<file path="src/rtl/ray_hit_resolve_if.sv">
// Ray hit resolve bus: issue side, per-axis compare results, result stream.
// Status outputs (in_stall, overflow) travel with the bus.
interface ray_hit_resolve_if #(
    parameter int ID_W = 8
);
    logic            in_valid;
    logic [ID_W-1:0] in_id;
    logic            le_x;
    logic            le_y;
    logic            le_z;
    logic            in_stall;
    logic            out_valid;
    logic            out_ready;
    logic [ID_W-1:0] out_id;
    logic            out_hit;
    logic            overflow;

    modport master (
        output in_valid,
        output in_id,
        output le_x,
        output le_y,
        output le_z,
        output out_ready,
        input  in_stall,
        input  out_valid,
        input  out_id,
        input  out_hit,
        input  overflow
    );

    modport slave (
        input  in_valid,
        input  in_id,
        input  le_x,
        input  le_y,
        input  le_z,
        input  out_ready,
        output in_stall,
        output out_valid,
        output out_id,
        output out_hit,
        output overflow
    );
endinterface

</file>
<file path="src/rtl/ray_hit_resolve.sv">
// Ray/box hit resolver: tag delay line, AND of per-axis results, output FIFO.
// Optional feature macro RAY_HIT_COUNT_EN adds a saturating hit_count output.
module ray_hit_resolve #(
    parameter int LAT   = 5,
    parameter int ID_W  = 8,
    parameter int DEPTH = 4
) (
    input  logic                clk,
    input  logic                rst,
    ray_hit_resolve_if.slave    bus
`ifdef RAY_HIT_COUNT_EN
    ,
    output logic [15:0]         hit_count
`endif
);
    localparam int AW = $clog2(DEPTH);
    localparam int CW = $clog2(DEPTH + LAT + 1) + 1;

    logic [LAT:1]    dl_vld;
    logic [ID_W-1:0] dl_id [1:LAT];

    logic [ID_W:0]   mem [DEPTH];
    logic [AW:0]     wptr;
    logic [AW:0]     rptr;
    logic [AW:0]     count;
    logic            empty;
    logic            full;
    logic            push;
    logic            push_hit;
    logic            pop;
    logic            wr_en;
    logic            drop;
    logic [ID_W:0]   head;
    logic [CW-1:0]   free;
    logic [CW-1:0]   inflight;
    logic            ovf;

    // Tag delay line: advances every cycle, mirrors the comparator latency.
    always_ff @(posedge clk or negedge rst) begin
        if (!rst) begin
            dl_vld <= '0;
            for (int i = 1; i <= LAT; i++) begin
                dl_id[i] <= '0;
            end
        end else begin
            dl_vld[1] <= bus.in_valid;
            dl_id[1]  <= bus.in_id;
            for (int i = 2; i <= LAT; i++) begin
                dl_vld[i] <= dl_vld[i-1];
                dl_id[i]  <= dl_id[i-1];
            end
        end
    end

    // FIFO control: push from last delay stage, pop on accepted head.
    always_comb begin
        count    = wptr - rptr;
        empty    = (wptr == rptr);
        full     = (wptr[AW] != rptr[AW]) &&
                   (wptr[AW-1:0] == rptr[AW-1:0]);
        push     = dl_vld[LAT];
        push_hit = bus.le_x & bus.le_y & bus.le_z;
        pop      = !empty & bus.out_ready;
        wr_en    = push & (!full | pop);
        drop     = push & full & !pop;
    end

    // FIFO storage; contents are only observed through valid pointers.
    always_ff @(posedge clk) begin
        if (wr_en) begin
            mem[wptr[AW-1:0]] <= {dl_id[LAT], push_hit};
        end
    end

    // Pointers carry a wrap bit so full and empty stay distinguishable.
    always_ff @(posedge clk or negedge rst) begin
        if (!rst) begin
            wptr <= '0;
            rptr <= '0;
        end else begin
            if (wr_en) begin
                wptr <= wptr + 1'b1;
            end
            if (pop) begin
                rptr <= rptr + 1'b1;
            end
        end
    end

    // Sticky drop flag: a resolved ray found the FIFO full.
    always_ff @(posedge clk or negedge rst) begin
        if (!rst) begin
            ovf <= 1'b0;
        end else if (drop) begin
            ovf <= 1'b1;
        end
    end

    // Stall when in-flight rays could exceed the remaining FIFO space.
    always_comb begin
        inflight = '0;
        for (int i = 1; i <= LAT; i++) begin
            inflight = inflight + CW'(dl_vld[i]);
        end
        free = CW'(DEPTH) - CW'(count);
    end

    // Head presentation; fields forced to zero while the FIFO is empty.
    always_comb begin
        head          = mem[rptr[AW-1:0]];
        bus.out_valid = !empty;
        bus.out_id    = empty ? '0 : head[ID_W:1];
        bus.out_hit   = !empty & head[0];
        bus.in_stall  = (free <= inflight);
        bus.overflow  = ovf;
    end

`ifdef RAY_HIT_COUNT_EN
    // Saturating count of delivered hits.
    always_ff @(posedge clk or negedge rst) begin
        if (!rst) begin
            hit_count <= '0;
        end else if (pop && head[0] && hit_count != 16'hFFFF) begin
            hit_count <= hit_count + 16'd1;
        end
    end
`endif
endmodule

</file>
<file path="src/flat_wrapper.sv">
// flat-port wrapper written by rule: the top's interface ports become plain ports
module ray_hit_resolve_flat 
#(
    parameter int LAT   = 5,
    parameter int ID_W  = 8,
    parameter int DEPTH = 4
)
  (clk, rst, bus_in_valid, bus_in_id, bus_le_x, bus_le_y, bus_le_z, bus_out_ready, bus_in_stall, bus_out_valid, bus_out_id, bus_out_hit, bus_overflow);
  ray_hit_resolve_if #(.ID_W(ID_W)) bus_i ();
  input  logic clk;
  input  logic rst;
  input wire logic [$bits(bus_i.in_valid)-1:0] bus_in_valid;
  input wire logic [$bits(bus_i.in_id)-1:0] bus_in_id;
  input wire logic [$bits(bus_i.le_x)-1:0] bus_le_x;
  input wire logic [$bits(bus_i.le_y)-1:0] bus_le_y;
  input wire logic [$bits(bus_i.le_z)-1:0] bus_le_z;
  input wire logic [$bits(bus_i.out_ready)-1:0] bus_out_ready;
  output wire logic [$bits(bus_i.in_stall)-1:0] bus_in_stall;
  output wire logic [$bits(bus_i.out_valid)-1:0] bus_out_valid;
  output wire logic [$bits(bus_i.out_id)-1:0] bus_out_id;
  output wire logic [$bits(bus_i.out_hit)-1:0] bus_out_hit;
  output wire logic [$bits(bus_i.overflow)-1:0] bus_overflow;
  assign bus_i.in_valid = bus_in_valid;
  assign bus_i.in_id = bus_in_id;
  assign bus_i.le_x = bus_le_x;
  assign bus_i.le_y = bus_le_y;
  assign bus_i.le_z = bus_le_z;
  assign bus_i.out_ready = bus_out_ready;
  assign bus_in_stall = bus_i.in_stall;
  assign bus_out_valid = bus_i.out_valid;
  assign bus_out_id = bus_i.out_id;
  assign bus_out_hit = bus_i.out_hit;
  assign bus_overflow = bus_i.overflow;
  ray_hit_resolve #(.LAT(LAT), .ID_W(ID_W), .DEPTH(DEPTH)) u_core (.clk(clk), .rst(rst), .bus(bus_i));
endmodule
</file>
<file path="config.mk">
export PLATFORM = sky130hd
export DESIGN_NAME = ray_hit_resolve_flat
export DESIGN_NICKNAME = d
export VERILOG_FILES = /design/src/rtl/ray_hit_resolve_if.sv /design/src/rtl/ray_hit_resolve.sv /design/src/flat_wrapper.sv
export SDC_FILE = /design/constraint.sdc
export NUM_CORES = 1
export LEC_CHECK = 0
export ABC_AREA = 0
export BUFFER_PORTS_ARGS = -buffer_cell sky130_fd_sc_hd__buf_2
export CAP_MARGIN = 30
export CORE_ASPECT_RATIO = 0.9
export CORE_MARGIN = 2
export CORE_UTILIZATION = 58
export CTS_BUF_LIST = sky130_fd_sc_hd__clkbuf_16
export DETAILED_ROUTE_END_ITERATION = 8
export PLACE_DENSITY = 0.78
export SLEW_MARGIN = 20
export SYNTH_ARGS = -nofsm -noshare
export SYNTH_HDL_FRONTEND = slang
export SYNTH_SLANG_ARGS = --single-unit
</file>
<file path="constraint.sdc">
create_clock -name clk -period 3.85 [get_ports clk]
set_input_delay 1.155 -clock clk [delete_from_list [all_inputs] [get_ports clk]]
set_output_delay 1.155 -clock clk [all_outputs]
set_load 0.02 [all_outputs]
</file>
==> run_results.csv, run 1 <==
group,metric,value,unit
detailed_routing,drt_iter0_drc,71,
clock_tree,cts_sinks,88,
clock_tree,cts_made_buffers,9,
die,std_cell_rows,25,
clock_tree,hold_buffers,0,
run_status,violations,"setup timing",
sta,fin_tns_setup,-0.263,ns
logic_synthesis,syn_area,3170,um^2
logic_synthesis,synth_nets,203,
logic_synthesis,synth_compound_area_frac,0.0166,
clock_tree,clk_pin_slew,0.06,ns
logic_synthesis,async_flop_share,0.591,
die,initial_core_util,0.603,
logic_synthesis,synth.most_common_cell,"dfrtp_1",
worst_setup_path,arrival,2.96,ns
placement,dp_slack,-0.0843,ns
worst_setup_path,crit_type,"reg2out",
sta,rsz0062_at_grt,"true",
logic_synthesis,yosysTopAreaCellShare,0.411,
logic_synthesis,yosysWarningCount,0,
placement,hpwl,3110,um
sta,skew,0.00800,ns
logic_synthesis,synth_area_per_cell,18.4,um^2
die,core-area,5260,um^2
sta,finalHoldViolCount,0,
grt,gr-total-overflow,0,
grt,antenna_found_initial,0,
logic_synthesis,synthXorXnorAreaFrac,0.0189,
sta,final_max_slew_viol_count,0,
grt,grt_pass1_vias,1669,
clock_tree,cts_setup_buffers,0,
detailed_routing,ant_nets,0,
sta,setup_ws,-0.263,ns
power_and_ir_drop,p_per_area,938,nW/um^2
grt,grt_pass1_wl,7950,um
worst_setup_path,crit_fanout,2,
logic_synthesis,yosysTopAreaCell,"dfrtp_1",
detailed_routing,wire_per_inst,17.5,um
die,die-area,6070,um^2
power_and_ir_drop,ir_drop,0.000517,V
clock_tree,h-tree-depth,3,
die,pin_count,27,
power_and_ir_drop,p_leak,0.00158,uW
detailed_routing,drt-pass1-iter-count,4,
clock_tree,cts_buffer_depth,2,
detailed_routing,drcViolationCount,0,
logic_synthesis,synth_fa_ha_area_frac,0.0703,
layout,num_antenna_cells,0,
layout,layout-drive-gt1-share,0.293,
worst_setup_path,required,2.69,ns
sta,period_share,1.07,
layout,num-nets-final,241,
placement,gp_congestion,0.802,
die,die_h,74.1,um
logic_synthesis,synth_edf_count,36,
sta,period_needed,4.11,ns
grt,grt_usage,0.191,
logic_synthesis,synthMuxAreaShare,0.0790,
clock_tree,cts_root_buffer,"clkbuf_16",
grt,grt_max_degree,36,
logic_synthesis,synth_top_family_by_area,"multiplexers",
die,fp.dieW,81.9,um
logic_synthesis,synthFlopType,"dfrtp_1",
logic_synthesis,synth_seq_area_share,0.752,
logic_synthesis,synth.distinct_cells,26,
sta,finalSetupViolations,1,
placement,io_buffers,26,
clock_tree,cts_tree,"done",
sta,worstMarginPinSlew,0.533,ns
min_path,hold_path_class,"reg2reg",
worst_setup_path,critPathCaptureType,"output pin",
detailed_routing,vias,1483,
sta,slew-limit-headroom,0.644,
logic_synthesis,ys_ff_latch,88,
clock_tree,insertion_delay,0.33,ns
logic_synthesis,synth_cells,172,
run_status,status,"finished with violations",
layout,syn2layout_area_growth,17.2,%
sta,fmax,243,MHz
logic_synthesis,synth_simple_gate_area_share,0.0426,
detailed_routing,wl,4940,um
detailed_routing,routed_via_density,5.26,
logic_synthesis,synthTopCellsByArea,"dfrtp_1, edfxtp_1, mux4_2, ha_1, fa_1",
run,maxCapViolCount,0,
worst_setup_path,crit_path_start_kind,"flip-flop",
logic_synthesis,synth_commonest_cells,"dfrtp_1, edfxtp_1, inv_1",
==> report_power, final <==
part | switching (uW) | total, uW | leakage [uW] | internal (uW)
combinational | 814 | 1520 | 0.000508 | 706
clock | 327 | 758 | 0.000133 | 431
sequential | 73.3 | 1210 | 0.000937 | 1130
total | 1220 | 3480 | 0.00158 | 2270
==> registers in the layout (all words and copies together), names as in the netlist <==
register,cells
u_core.mem,36
u_core.dl_id,40
u_core.bus.overflow,1
u_core.wptr,3
u_core.dl_vld,5
u_core.rptr,3
==> per-layer routing <==
layer  part of all wire  track usage  vias to the layer above
met3              0.045       0.0583                        6
met5                  0            0                        -
met1               0.39        0.212                      759
li1                   -            -                      680
met4              0.011       0.0815                        0
met2               0.55        0.341                       38
==> path summary, 6_finish.rpt <==
kind                                       startpoint                         end  slack (ns)  cells after the start
setup / recovery           u_core.dl_vld[1]$_DFF_PN0_                bus_in_stall       -0.26                     11
hold / removal             u_core.dl_id[23]$_DFF_PN0_  u_core.dl_id[15]$_DFF_PN0_        0.34                      0
setup reg to reg           u_core.rptr[1]$_DFFE_PN0P_  u_core.mem[0][7]$_DFFE_PP_        1.59                      6
hold reg to reg            u_core.dl_id[23]$_DFF_PN0_  u_core.dl_id[15]$_DFF_PN0_        0.34                      0
max in group asynchronous                         rst  u_core.dl_id[27]$_DFF_PN0_        2.57                      2
min in group asynchronous                         rst  u_core.dl_id[24]$_DFF_PN0_        0.76                      1
==> worst max-delay path, cell delays in order, from the launching register on <==
cell	delay, ns
dfrtp_1	0.39
ha_1	0.29
inv_2	0.04
fa_1	0.46
inv_1	0.04
ha_2	0.16
fa_1	0.49
inv_2	0.04
ha_4	0.21
a211oi_2	0.20
a2bb2oi_2	0.18
buf_6	0.13
==> cell type report <==
cell class / count / area, um^2
clock inverter: 7 / 40.0
clock buffer: 9 / 225
fill: 344 / 1540
inverter: 14 / 52.6
tap: 67 / 83.8
multi-input combinational: 67 / 751
sequential: 88 / 2380
timing repair buffer: 30 / 179
==> placed cells by master (no fill, tap or decap), types with 2 or more instances in the layout <==
cell / count
dfrtp_1: 52
clkinv_1: 2
mux2_2: 2
fa_1: 3
clkbuf_16: 9
buf_2: 25
mux4_2: 9
and3_1: 6
nand2_1: 6
xnor2_1: 4
edfxtp_1: 36
inv_1: 14
o21ai_0: 2
inv_2: 2
buf_4: 3
ha_1: 11
nor2b_1: 9
==> cell families after synthesis <==
| group | Yosys count |
|---|---|
| simple gates | 24 |
| mux | 13 |
| xor+xnor | 6 |
| fa+ha+maj | 16 |
| flops | 88 |
| buf+inv | 17 |
| compound gates | 8 |
==> timing repair <==
item / in CTS / in global routing
endpoints found under the setup margin: 1 / 1
gates resized for setup: 6 / 3
pin swaps: 3 / 2
==> metrics by stage <==
step	area [um^2]	utilization	std cells	power [uW]	hold WS, ns
6_report	3710	0.707	282	3480	0.340
2_1_floorplan	3180	-	172	2190	0.331
5_1_grt	3710	0.707	282	3690	0.353
3_5_place_dp	3420	0.650	266	2560	0.335
4_1_cts	3710	0.706	282	3470	0.344
3_3_place_gp	3400	0.647	265	2460	0.331
Power figures use the tool's default switching activity.
==> run 2: changes to the inputs <==
==> constraint.sdc (replaced) <==
create_clock -name clk -period 3.85 [get_ports clk]
set_input_delay 1.155 -clock clk [delete_from_list [all_inputs] [get_ports clk]]
set_output_delay 1.155 -clock clk [all_outputs]
set_load 0.01 [all_outputs]
==> run_results.csv, run 2 (synthesis results as in run 1) <==
group,metric,value,unit
power_and_ir_drop,p_per_area,935,nW/um^2
grt,grt_pass1_wl,8670,um
grt,antenna_found_initial,0,
clock_tree,h-tree-depth,3,
placement,hpwl,3040,um
layout,num_antenna_cells,0,
die,std_cell_rows,25,
power_and_ir_drop,ir_drop,0.000548,V
clock_tree,cts_sinks,88,
die,fp.dieW,81.9,um
worst_setup_path,crit_slowest_cell,"fa_1",
sta,rsz0062_at_grt,"true",
grt,grt_usage,0.208,
detailed_routing,ant_nets,0,
sta,setup_ws,-0.342,ns
run_status,status,"finished with violations",
layout,syn2layout_area_growth,18.4,%
detailed_routing,drt_iter0_drc,73,
layout,num-nets-final,242,
die,initial_core_util,0.603,
run_status,violations,"setup timing",
sta,worstMarginPinSlew,0.494,ns
die,pin_count,27,
clock_tree,cts_made_buffers,9,
sta,slew-limit-headroom,0.670,
grt,grt_max_degree,37,
sta,period_needed,4.19,ns
worst_setup_path,crit_type,"reg2out",
power_and_ir_drop,p_leak,0.00160,uW
clock_tree,cts_buffer_depth,2,
layout,top_register,"u_core.dl_id",
power_and_ir_drop,pwr-share-clk,0.233,
layout,layout_commonest_cell,"dfrtp_1",
clock_tree,clk_pin_slew,0.06,ns
worst_setup_path,crit_fanout,2,
sta,skew,0.00759,ns
placement,gp_congestion,0.772,
power_and_ir_drop,power,3510,uW
detailed_routing,wire_per_inst,18.2,um
sta,final_max_slew_viol_count,0,
layout,multi_input_area,763,um^2
worst_setup_path,critPathCaptureType,"output pin",
grt,grt_pass1_vias,1719,
grt,gr-total-overflow,0,
placement,io_buffers,26,
layout,layout-drive-gt1-share,0.310,
layout,fillers,323,
layout,ff_latch_area,2380,um^2
sta,fin_tns_setup,-0.342,ns
run,maxCapViolCount,0,
sta,fmax,239,MHz
worst_setup_path,required,2.69,ns
layout,largest_reg_flops,40,
power_and_ir_drop,internal_power,2340,uW
min_path,hold_path_class,"reg2reg",
worst_setup_path,worstPathCellList,"ha_1, inv_2, fa_1, inv_1, ha_2, fa_1, inv_2, ha_4, a211oi_4, a2bb2oi_2, buf_2",
power_and_ir_drop,combPwrFrac,0.423,
power_and_ir_drop,p_sw_frac,0.333,
detailed_routing,vias,1491,
worst_setup_path,cp.buffers_inverters,4,
detailed_routing,wl,5140,um
power_and_ir_drop,p_seq_frac,0.344,
sta,period_share,1.09,
detailed_routing,drt-pass1-iter-count,4,
sta,finalHoldViolCount,0,
power_and_ir_drop,power_switching,1170,uW
clock_tree,cts_tree,"done",
layout,final_cells,283,
die,core-area,5260,um^2
clock_tree,insertion_delay,0.33,ns
die,die_h,74.1,um
die,die-area,6070,um^2
worst_setup_path,cp_top_family,"adder cells",
placement,dp_cells,265,
worst_setup_path,crit_path_start_kind,"flip-flop",
detailed_routing,drcViolationCount,0,
worst_setup_path,cpPeakStageDelay,0.49,ns
sta,finalSetupViolations,1,
worst_setup_path,arrival,3.04,ns
layout,layout_common_cells,"dfrtp_1, edfxtp_1, buf_2",
detailed_routing,routed_via_density,5.27,
clock_tree,cts_root_buffer,"clkbuf_16",
## run 2: timing repair
action	CTS	global route
resized for setup	6	4
setup endpoints to repair	1	1
hold buffers	0	0
pin swaps	2	1
gates cloned	0	0
setup buffers	1	1
## run 2: worst reg2reg max path: stages, from the launching register on
cell	delay, ns
dfrtp_1	0.40
buf_4	0.24
inv_1	0.06
ha_1	0.36
nand3b_1	0.19
or2_2	0.19
and3_1	0.48
## run 2: cell type report
cell class	count	area share
inverter	14	0.0140
sequential	88	0.635
multi-input combinational	67	0.203
clock inverter	7	0.0170
tap	67	0.0223
timing repair buffer	31	0.0480
clock buffer	9	0.0600
## run 2: power groups by stage
stage	clock network, uW	registers (uW)	logic, uW
floorplan	0	1200	831
global placement	0	1210	1090
detailed placement	0	1220	1180
CTS	836	1210	1320
global route	880	1220	1620
finish	819	1210	1480
## run 2: per-stage QoR
step                      setup WS [ns]   util  hold slack [ns]  instance area, um^2
after floorplan                  0.0998      -            0.331                 3170
after global placement           0.0383  0.644            0.332                 3380
after detailed placement        -0.0522  0.648            0.336                 3400
after CTS                        -0.278  0.709            0.350                 3730
after global routing             -0.437  0.714            0.353                 3750
final                            -0.342  0.714            0.348                 3750
## run 2: per-layer routing
layer	track usage	vias to the layer above	part of all wire
li1	-	681	-
met1	0.237	765	0.39
met2	0.365	41	0.55
met3	0.0752	4	0.050
met4	0.0741	0	0.0082
met5	0	-	0
## run 2: path summary, 6_finish.rpt
check | startpoint | endpoint | slack [ns] | depth (start not counted)
worst max register to register | u_core.rptr[1]$_DFFE_PN0P_ | u_core.mem[0][6]$_DFFE_PP_ | 1.56 | 6
min in group asynchronous | rst | u_core.dl_id[37]$_DFF_PN0_ | 0.74 | 1
max in group asynchronous | rst | u_core.dl_id[0]$_DFF_PN0_ | 2.61 | 2
worst min-delay path | u_core.dl_id[12]$_DFF_PN0_ | u_core.dl_id[4]$_DFF_PN0_ | 0.35 | 0
worst min register to register | u_core.dl_id[12]$_DFF_PN0_ | u_core.dl_id[4]$_DFF_PN0_ | 0.35 | 0
worst max-delay path | u_core.dl_vld[1]$_DFF_PN0_ | bus_in_stall | -0.34 | 11
